==> src/rtl/mandel_pkg.sv <==
// Shared types for the Mandelbrot frame sequencer: FSM states,
// fixed-point coordinate word and counter width.
package mandel_pkg;

  typedef enum logic [2:0] {
    S_IDLE,
    S_LOAD,
    S_ITER,
    S_EMIT,
    S_FIN
  } state_t;

  typedef logic [31:0] coord_t;

  localparam int CNT_W = 16;

endpackage

==> src/rtl/mandel_coord_gen.sv <==
// Raster scan generator: x/y pixel counters and the c_re/c_im accumulators.
// The accumulators step by a fixed STEP (add only, wrapping modulo 2^32).
module mandel_coord_gen
  import mandel_pkg::*;
#(
  parameter int     WIDTH   = 640,
  parameter int     HEIGHT  = 480,
  parameter coord_t X_START = 32'hFE000000,
  parameter coord_t Y_START = 32'hFF000000,
  parameter coord_t STEP    = 32'h00019999
) (
  input  logic             clk,
  input  logic             rst,
  input  logic             init,
  input  logic             advance,
  output logic [CNT_W-1:0] x,
  output logic [CNT_W-1:0] y,
  output coord_t           c_re,
  output coord_t           c_im,
  output logic             last_col,
  output logic             last_pix
);

  logic [CNT_W-1:0] r_x;
  logic [CNT_W-1:0] r_y;
  coord_t           r_re;
  coord_t           r_im;

  assign last_col = (r_x == CNT_W'(WIDTH - 1));
  assign last_pix = last_col && (r_y == CNT_W'(HEIGHT - 1));

  // NOTE: non-blocking assignments so every register samples pre-edge values.
  always_ff @(posedge clk or posedge rst) begin
    if (rst) begin
      r_x  <= '0;
      r_y  <= '0;
      r_re <= '0;
      r_im <= '0;
    end else if (init) begin
      r_x  <= '0;
      r_y  <= '0;
      r_re <= X_START;
      r_im <= Y_START;
    end else if (advance) begin
      if (!last_col) begin
        r_x  <= r_x + 1'b1;
        r_re <= r_re + STEP;
      end else if (!last_pix) begin
        r_x  <= '0;
        r_re <= X_START;
        r_y  <= r_y + 1'b1;
        r_im <= r_im + STEP;
      end
    end
  end

  assign x    = r_x;
  assign y    = r_y;
  assign c_re = r_re;
  assign c_im = r_im;

endmodule

==> src/rtl/mandel_seq.sv <==
// Frame sequencer: walks every pixel, loads c into the external iteration
// stage, counts iterations until divergence or the cap, and emits results.
module mandel_seq
  import mandel_pkg::*;
#(
  parameter int     WIDTH    = 640,
  parameter int     HEIGHT   = 480,
  parameter int     MAX_ITER = 256,
  parameter coord_t X_START  = 32'hFE000000,
  parameter coord_t Y_START  = 32'hFF000000,
  parameter coord_t STEP     = 32'h00019999
) (
  input  logic        clk,
  input  logic        rst,
  input  logic        start,
  output logic        busy,
  output logic [31:0] c_re,
  output logic [31:0] c_im,
  output logic        ld,
  input  logic        diverged,
  output logic        pix_valid,
  input  logic        pix_ready,
  output logic [15:0] pix_x,
  output logic [15:0] pix_y,
  output logic [15:0] pix_iter,
  output logic        done
);

  localparam logic [CNT_W-1:0] ITER_LAST = CNT_W'(MAX_ITER - 1);
  localparam logic [CNT_W-1:0] ITER_CAP  = CNT_W'(MAX_ITER);

  state_t           r_state;
  logic [CNT_W-1:0] r_iter;
  logic             r_busy;
  logic             r_ld;
  logic             r_pix_valid;
  logic             r_done;
  logic [CNT_W-1:0] r_pix_x;
  logic [CNT_W-1:0] r_pix_y;
  logic [CNT_W-1:0] r_pix_iter;

  logic             w_init;
  logic             w_handshake;
  logic             w_last_col;
  logic             w_last_pix;
  logic [CNT_W-1:0] w_x;
  logic [CNT_W-1:0] w_y;
  coord_t           w_c_re;
  coord_t           w_c_im;

  assign w_init      = (r_state == S_IDLE) && start;
  assign w_handshake = (r_state == S_EMIT) && pix_ready;

  mandel_coord_gen #(
    .WIDTH  (WIDTH),
    .HEIGHT (HEIGHT),
    .X_START(X_START),
    .Y_START(Y_START),
    .STEP   (STEP)
  ) u_coord (
    .clk     (clk),
    .rst     (rst),
    .init    (w_init),
    .advance (w_handshake),
    .x       (w_x),
    .y       (w_y),
    .c_re    (w_c_re),
    .c_im    (w_c_im),
    .last_col(w_last_col),
    .last_pix(w_last_pix)
  );

  // Outputs are registered alongside the state so none depends on a live input.
  always_ff @(posedge clk or posedge rst) begin
    if (rst) begin
      r_state     <= S_IDLE;
      r_iter      <= '0;
      r_busy      <= 1'b0;
      r_ld        <= 1'b0;
      r_pix_valid <= 1'b0;
      r_done      <= 1'b0;
      r_pix_x     <= '0;
      r_pix_y     <= '0;
      r_pix_iter  <= '0;
    end else begin
      case (r_state)
        S_IDLE: begin
          if (start) begin
            r_state <= S_LOAD;
            r_busy  <= 1'b1;
            r_ld    <= 1'b1;
          end
        end
        S_LOAD: begin
          r_iter  <= '0;
          r_ld    <= 1'b0;
          r_state <= S_ITER;
        end
        S_ITER: begin
          if (diverged || (r_iter == ITER_LAST)) begin
            r_pix_iter  <= diverged ? r_iter : ITER_CAP;
            r_pix_x     <= w_x;
            r_pix_y     <= w_y;
            r_pix_valid <= 1'b1;
            r_state     <= S_EMIT;
          end else begin
            r_iter <= r_iter + 1'b1;
          end
        end
        S_EMIT: begin
          if (pix_ready) begin
            r_pix_valid <= 1'b0;
            if (w_last_pix) begin
              r_done  <= 1'b1;
              r_state <= S_FIN;
            end else begin
              r_ld    <= 1'b1;
              r_state <= S_LOAD;
            end
          end
        end
        S_FIN: begin
          r_done  <= 1'b0;
          r_busy  <= 1'b0;
          r_state <= S_IDLE;
        end
        default: r_state <= S_IDLE;
      endcase
    end
  end

  assign busy      = r_busy;
  assign ld        = r_ld;
  assign pix_valid = r_pix_valid;
  assign done      = r_done;
  assign pix_x     = r_pix_x;
  assign pix_y     = r_pix_y;
  assign pix_iter  = r_pix_iter;
  assign c_re      = w_c_re;
  assign c_im      = w_c_im;

endmodule

==> config.mk <==
export PLATFORM = sky130hd
export DESIGN_NAME = mandel_seq
export DESIGN_NICKNAME = d
export VERILOG_FILES = /design/src/rtl/mandel_pkg.sv /design/src/rtl/mandel_coord_gen.sv /design/src/rtl/mandel_seq.sv
export SDC_FILE = /design/constraint.sdc
export NUM_CORES = 1
export LEC_CHECK = 0
export CAP_MARGIN = 10
export CORE_AREA = 2 2 171 215
export CTS_CLUSTER_SIZE = 8
export DETAILED_ROUTE_END_ITERATION = 10
export DIE_AREA = 0 0 173 217
export GPL_TIMING_DRIVEN = 0
export HOLD_SLACK_MARGIN = 0.1
export SYNTH_ARGS = -nofsm -noshare
export SYNTH_HDL_FRONTEND = slang
export SYNTH_HIERARCHICAL = 1
export SYNTH_SLANG_ARGS = --single-unit
==> constraint.sdc <==
create_clock -name clk -period 3.7 [get_ports clk]
set_clock_uncertainty 0.2 [all_clocks]
set_input_delay 0.74 -clock clk [delete_from_list [all_inputs] [get_ports clk]]
set_output_delay 0.74 -clock clk [all_outputs]
set_load 0.005 [all_outputs]
# --- Yosys cells after proc, flatten, opt, wreduce, memory -nomap -nowiden ---
# Cells that the tools add are included.
# W data, S select, Z words.
classes:
  addsub: 5
  eq_ne: 15
  muxes: 35
  n_reduce_logical: 21
ops:
  columns: ["cell", "count"]
  rows:
  - ["$mux W32", 8]
  - ["$mux W16", 10]
  - ["$add A32 B17 Y32 const B", 2]
  - ["$add A16 B1 Y16 const B", 3]
  - ["$pmux W16 S2", 1]
  - ["$eq A16 B10 Y1 const B", 1]
  - ["$eq A16 B8 Y1 const B", 1]
  - ["$eq A16 B9 Y1 const B", 1]
  - ["$mux W3", 4]
  - ["$pmux W3 S4", 1]
  - ["$reduce_and A3 Y1", 4]
  - ["$reduce_bool A2 Y1", 6]
  - ["$ne A2 B2 Y1 const B", 5]
  - ["$reduce_and A2 Y1", 4]
  - ["$mux W1", 7]
  - ["$eq A3 B2 Y1 const B", 2]
  - ["$pmux W1 S2", 3]
  - ["$ne A2 B1 Y1 const B", 2]
  - ["$reduce_and A4 Y1", 1]
  - ["$eq A3 B1 Y1 const B", 1]
  - ["$eq A3 B3 Y1 const B", 1]
  - ["$logic_and A1 B1 Y1", 3]
  - ["$logic_not A3 Y1", 1]
  - ["$ne A3 B2 Y1 const B", 1]
  - ["other kinds (3)", 3]
totals:
  register_bits: 167
  out_inout_bits: 116
  word_cells: 89

# --- Logic depth before layout (Yosys ltp) ---
depth:
  depth_word: 6
  ltp_mapped: 10
  mapped_depth_nobuf: 9

# --- Cells and area by module ---
# Netlist, hierarchy kept.
by_module_without_submodules:
  columns: ["module", "instances", "cells_each", "area_each_um2"]
  rows:
  - ["mandel_coord_gen", 1, 627, 5711.7]
  - ["mandel_seq", 1, 244, 3057.9]

# --- Worst setup path before layout ---
# No wires, ideal clock.
synth_path:
  path_type: "input-to-reg"
  startpoint: "in pix_ready"
  endpoint: "reg u_coord.r_y[9] (netlist: u_coord/y[9])"
  t_arrival_ps: 2532
  slack_ps: 890
  stages: 6
  n_path_buf: 1
  path_cell_list: "and4b_1 > clkbuf_1 > clkinv_1 > or4_4 > or3_1 > a21oi_1"
synth_via:
  elab_chain_len: 3
synth_lines:
  columns: ["item", "line", "rtl"]
  rows:
  - ["start: declaration", "mandel_seq.sv:22", "input logic pix_ready,"]
  - ["$logic_and A1 B1 Y1", "mandel_seq.sv:52", "assign w_handshake = (r_state == S_EMIT) && pix_ready;"]
  - ["$reduce_bool A2 Y1 (no line)", null, null]
  - ["$reduce_and A3 Y1 (no line)", null, null]
  - ["end signal: assignment", "mandel_coord_gen.sv:51", "r_y <= r_y + 1'b1;"]
  - ["end: declaration", "mandel_coord_gen.sv:25", "logic [CNT_W-1:0] r_y;"]
# Every way passes these cells.
# A chain may end at the register's enable or synchronous reset.

# --- Worst setup path in the final report ---
layout_path:
  startpoint: "in pix_ready"
  endpoint: "reg u_coord.r_re[9] (netlist: u_coord/c_re[9])"
layout_via:
  elab_chain_len: 3
layout_lines:
  columns: ["item", "line", "rtl"]
  rows:
  - ["$logic_and A1 B1 Y1", "mandel_seq.sv:52", null]
  - ["net w_handshake", "mandel_seq.sv:43", "logic w_handshake;"]
  - ["$reduce_bool A2 Y1 (no line)", null, null]
  - ["$reduce_and A2 Y1 (no line)", null, null]
  - ["end signal: assignment", "mandel_coord_gen.sv:47", "r_re <= r_re + STEP;"]
  - ["end: declaration", "mandel_coord_gen.sv:26", "coord_t r_re;"]
# The timed path passes the listed nets, and every way through them passes these cells.

==> metrics.md <==
| Metric | Value |
|---|---|
| Grt ovf | `0` |
| Clock buffer depth | `2` |
| TritonCTS clock tree | `yes` |
| Core Area | `35700 um^2` |
| WL per Instance | `17.6 um` |
| Netlist Area Pre-Place | `8770 um^2` |
| Area grow syn2layout | `28.2%` |
| Row cnt | `78` |
| Setup violators final | `0` |
| Worst Tran Pin Value | `~1.1 ns` |
| Max VDD drop | `between 0.0003 and 0.0004 V` |
| Port Buffers | `120` |
| Antenna Cells | `0` |
| Vias in the first global route | `7386` |
| Fin crit share | `94.0%` |
| CTS sink cnt | `167` |
| Largest net degree at the start of global routing | `53` |
| Syn nets | `880` |
| Max Fclk | `288 MHz` |
| Commonest non-fill, non-tap cell in the layout | `dfrtp_1` |
| Hold Path Cell Cnt | `1` |
| Final hold vios | `0` |
| Final ANT Viol Nets | `0` |
| Power Dens Cells | `574 nW/um^2` |
| IO Count | `about 120` |
| Die width | `173 um` |
| Crit path required time | `3.83 ns` |
| Tot GR Track Use | `14.0%` |
| LEAKAGE | `4.56 nW` |
| Final HPWL DP | `19000 um` |
| Finished Cell Area | `11200 um^2` |
| Iteration-0 DRC Markers | `455` |
| Synth warn | `6` |
| Initial core utilization | `24.5%` |
| R2r worst-path depth | `8` |
| Gpl congestion | `0.845` |
| Setup crit start kind | `input port` |
| Clk Tree Root Cell | `clkbuf_16` |
| Post-Place Setup Slack | `-0.340 ns` |
| DR vias/cell | `5.08` |
| Gate Count Post-Synth | `870` |
| DR pass1 iterations | `5` |
| Die Height | `about 220 um` |
| Drt drc | `0` |
| Arr. time, crit path | `3.61 ns` |
| Commonest non-fill, non-tap cells in the layout | `dfrtp_1, clkdlybuf4s50_1, nand2_1` |
| Area post-placement | `approximately 11000 um^2` |
| Syn avg cell area | `between 10 and 15 um^2` |
| Seq. cell area | `4180 um^2` |
| Max-cap violations | `0` |
| Post-layout util | `between 30% and 40%` |
| Number of instances in the placed design | `1472` |
| Max Fanout on Critical Path | `10` |
| Finished Layout Cells | `1503` |
| Initial antenna violation count | `0` |
| Fin nets | `1021` |
| FILL cells | `3731` |
| Final setup margin | `between 0.2 and 0.25 ns` |
| RSZ-0062 raised after global routing | `no` |
| Clock transition at path regs | `0.07 ns` |
| Htree depth | `4` |
| Multi-input logic area | `about 4300 um^2` |
| Die area | `37500 um^2` |
| Slew Viols, Final | `0` |
| CP Class | `input port to register` |
| Final min period | `3.48 ns` |
| Hold Crit Class | `register to register` |
| Sum of negative setup slack | `0 ns` |
| First-pass GRT wire length | `between 40000 and 50000 um` |
| Share of layout cells above drive strength 1 | `10.9%` |
| Status | `finished clean` |
| TritonCTS buffer count | `17` |
| WL final | `26400 um` |
| Rel. slew slack | `roughly 27%` |
| Worst skew pair latency | `roughly 0.45 ns` |
| Cts hold-fix bufs | `0` |
| Crit end category | `register` |
| Via count | `7637` |
[report_power, final]
group | switching, mW | leakage [nW] | internal, mW | total (mW)
Clock | 0.770 | 0.290 | 1.10 | 1.87
Combinational | 1.05 | 2.06 | 0.979 | 2.03
Sequential | 0.411 | 2.21 | 2.14 | 2.56
Total | 2.23 | 4.56 | 4.22 | 6.45
[cell type report]
| class | instances | share of cell area [%] |
|---|---|---|
| Clock inverter | 10 | 1.29 |
| Tap cell | 480 | 5.35 |
| Sequential cell | 167 | 37.2 |
| Buffer | 50 | 2.06 |
| Multi-Input combinational cell | 627 | 37.9 |
| Inverter | 26 | 0.913 |
| Timing Repair Buffer | 122 | 11.2 |
| Clock buffer | 21 | 4.10 |
[metal layers]
layer / GRT usage [%] / wire length, um / vias to the layer above
li1: - / - / 3584
met1: 17.7 / 11800 / 3803
met2: 23.7 / 12900 / 208
met3: 2.34 / 971 / 42
met4: 6.07 / 705 / 0
met5: 0 / 0 / -
[final timing paths]
kind                         startpoint                to  slack, ns
setup / recovery              pix_ready   u_coord/c_re[9]       0.22
setup reg to reg             r_state[0]  u_coord/c_re[21]       0.35
min in group asynchronous           rst         pix_y[12]       0.53
hold reg to reg            pix_iter[15]      pix_iter[15]       0.30
max in group asynchronous           rst     u_coord/x[11]       1.94
hold / removal             pix_iter[15]      pix_iter[15]       0.30
[critical path, cell delays in order]
cell and delay (ns):
clkdlybuf4s50_1 0.55, and4b_1 0.33, clkbuf_1 0.41, clkinv_1 0.39
o31ai_2 0.93, a2111o_1 0.19, nand2_1 0.06
[stage by stage]
step,hold slack [ns],power (mW)
floorplan,0.283,3.59
global placement,0.290,4.57
detailed placement,0.296,4.61
CTS,0.311,6.50
global route,0.321,6.83
finish,0.302,6.45
[sequential cells by signal, summed over array words and instances, names as in the netlist]
register	count
busy	1
done	1
ld	1
pix_iter	16
pix_valid	1
pix_x	16
pix_y	16
r_iter	16
r_state	3
u_coord/c_im	32
u_coord/c_re	32
u_coord/x	16
u_coord/y	16
[repair_timing]
action	CTS	global route
buffers inserted	0	0
endpoints found under the setup margin	0	14
resized for setup	0	4
(Power assumes the default switching activity.)
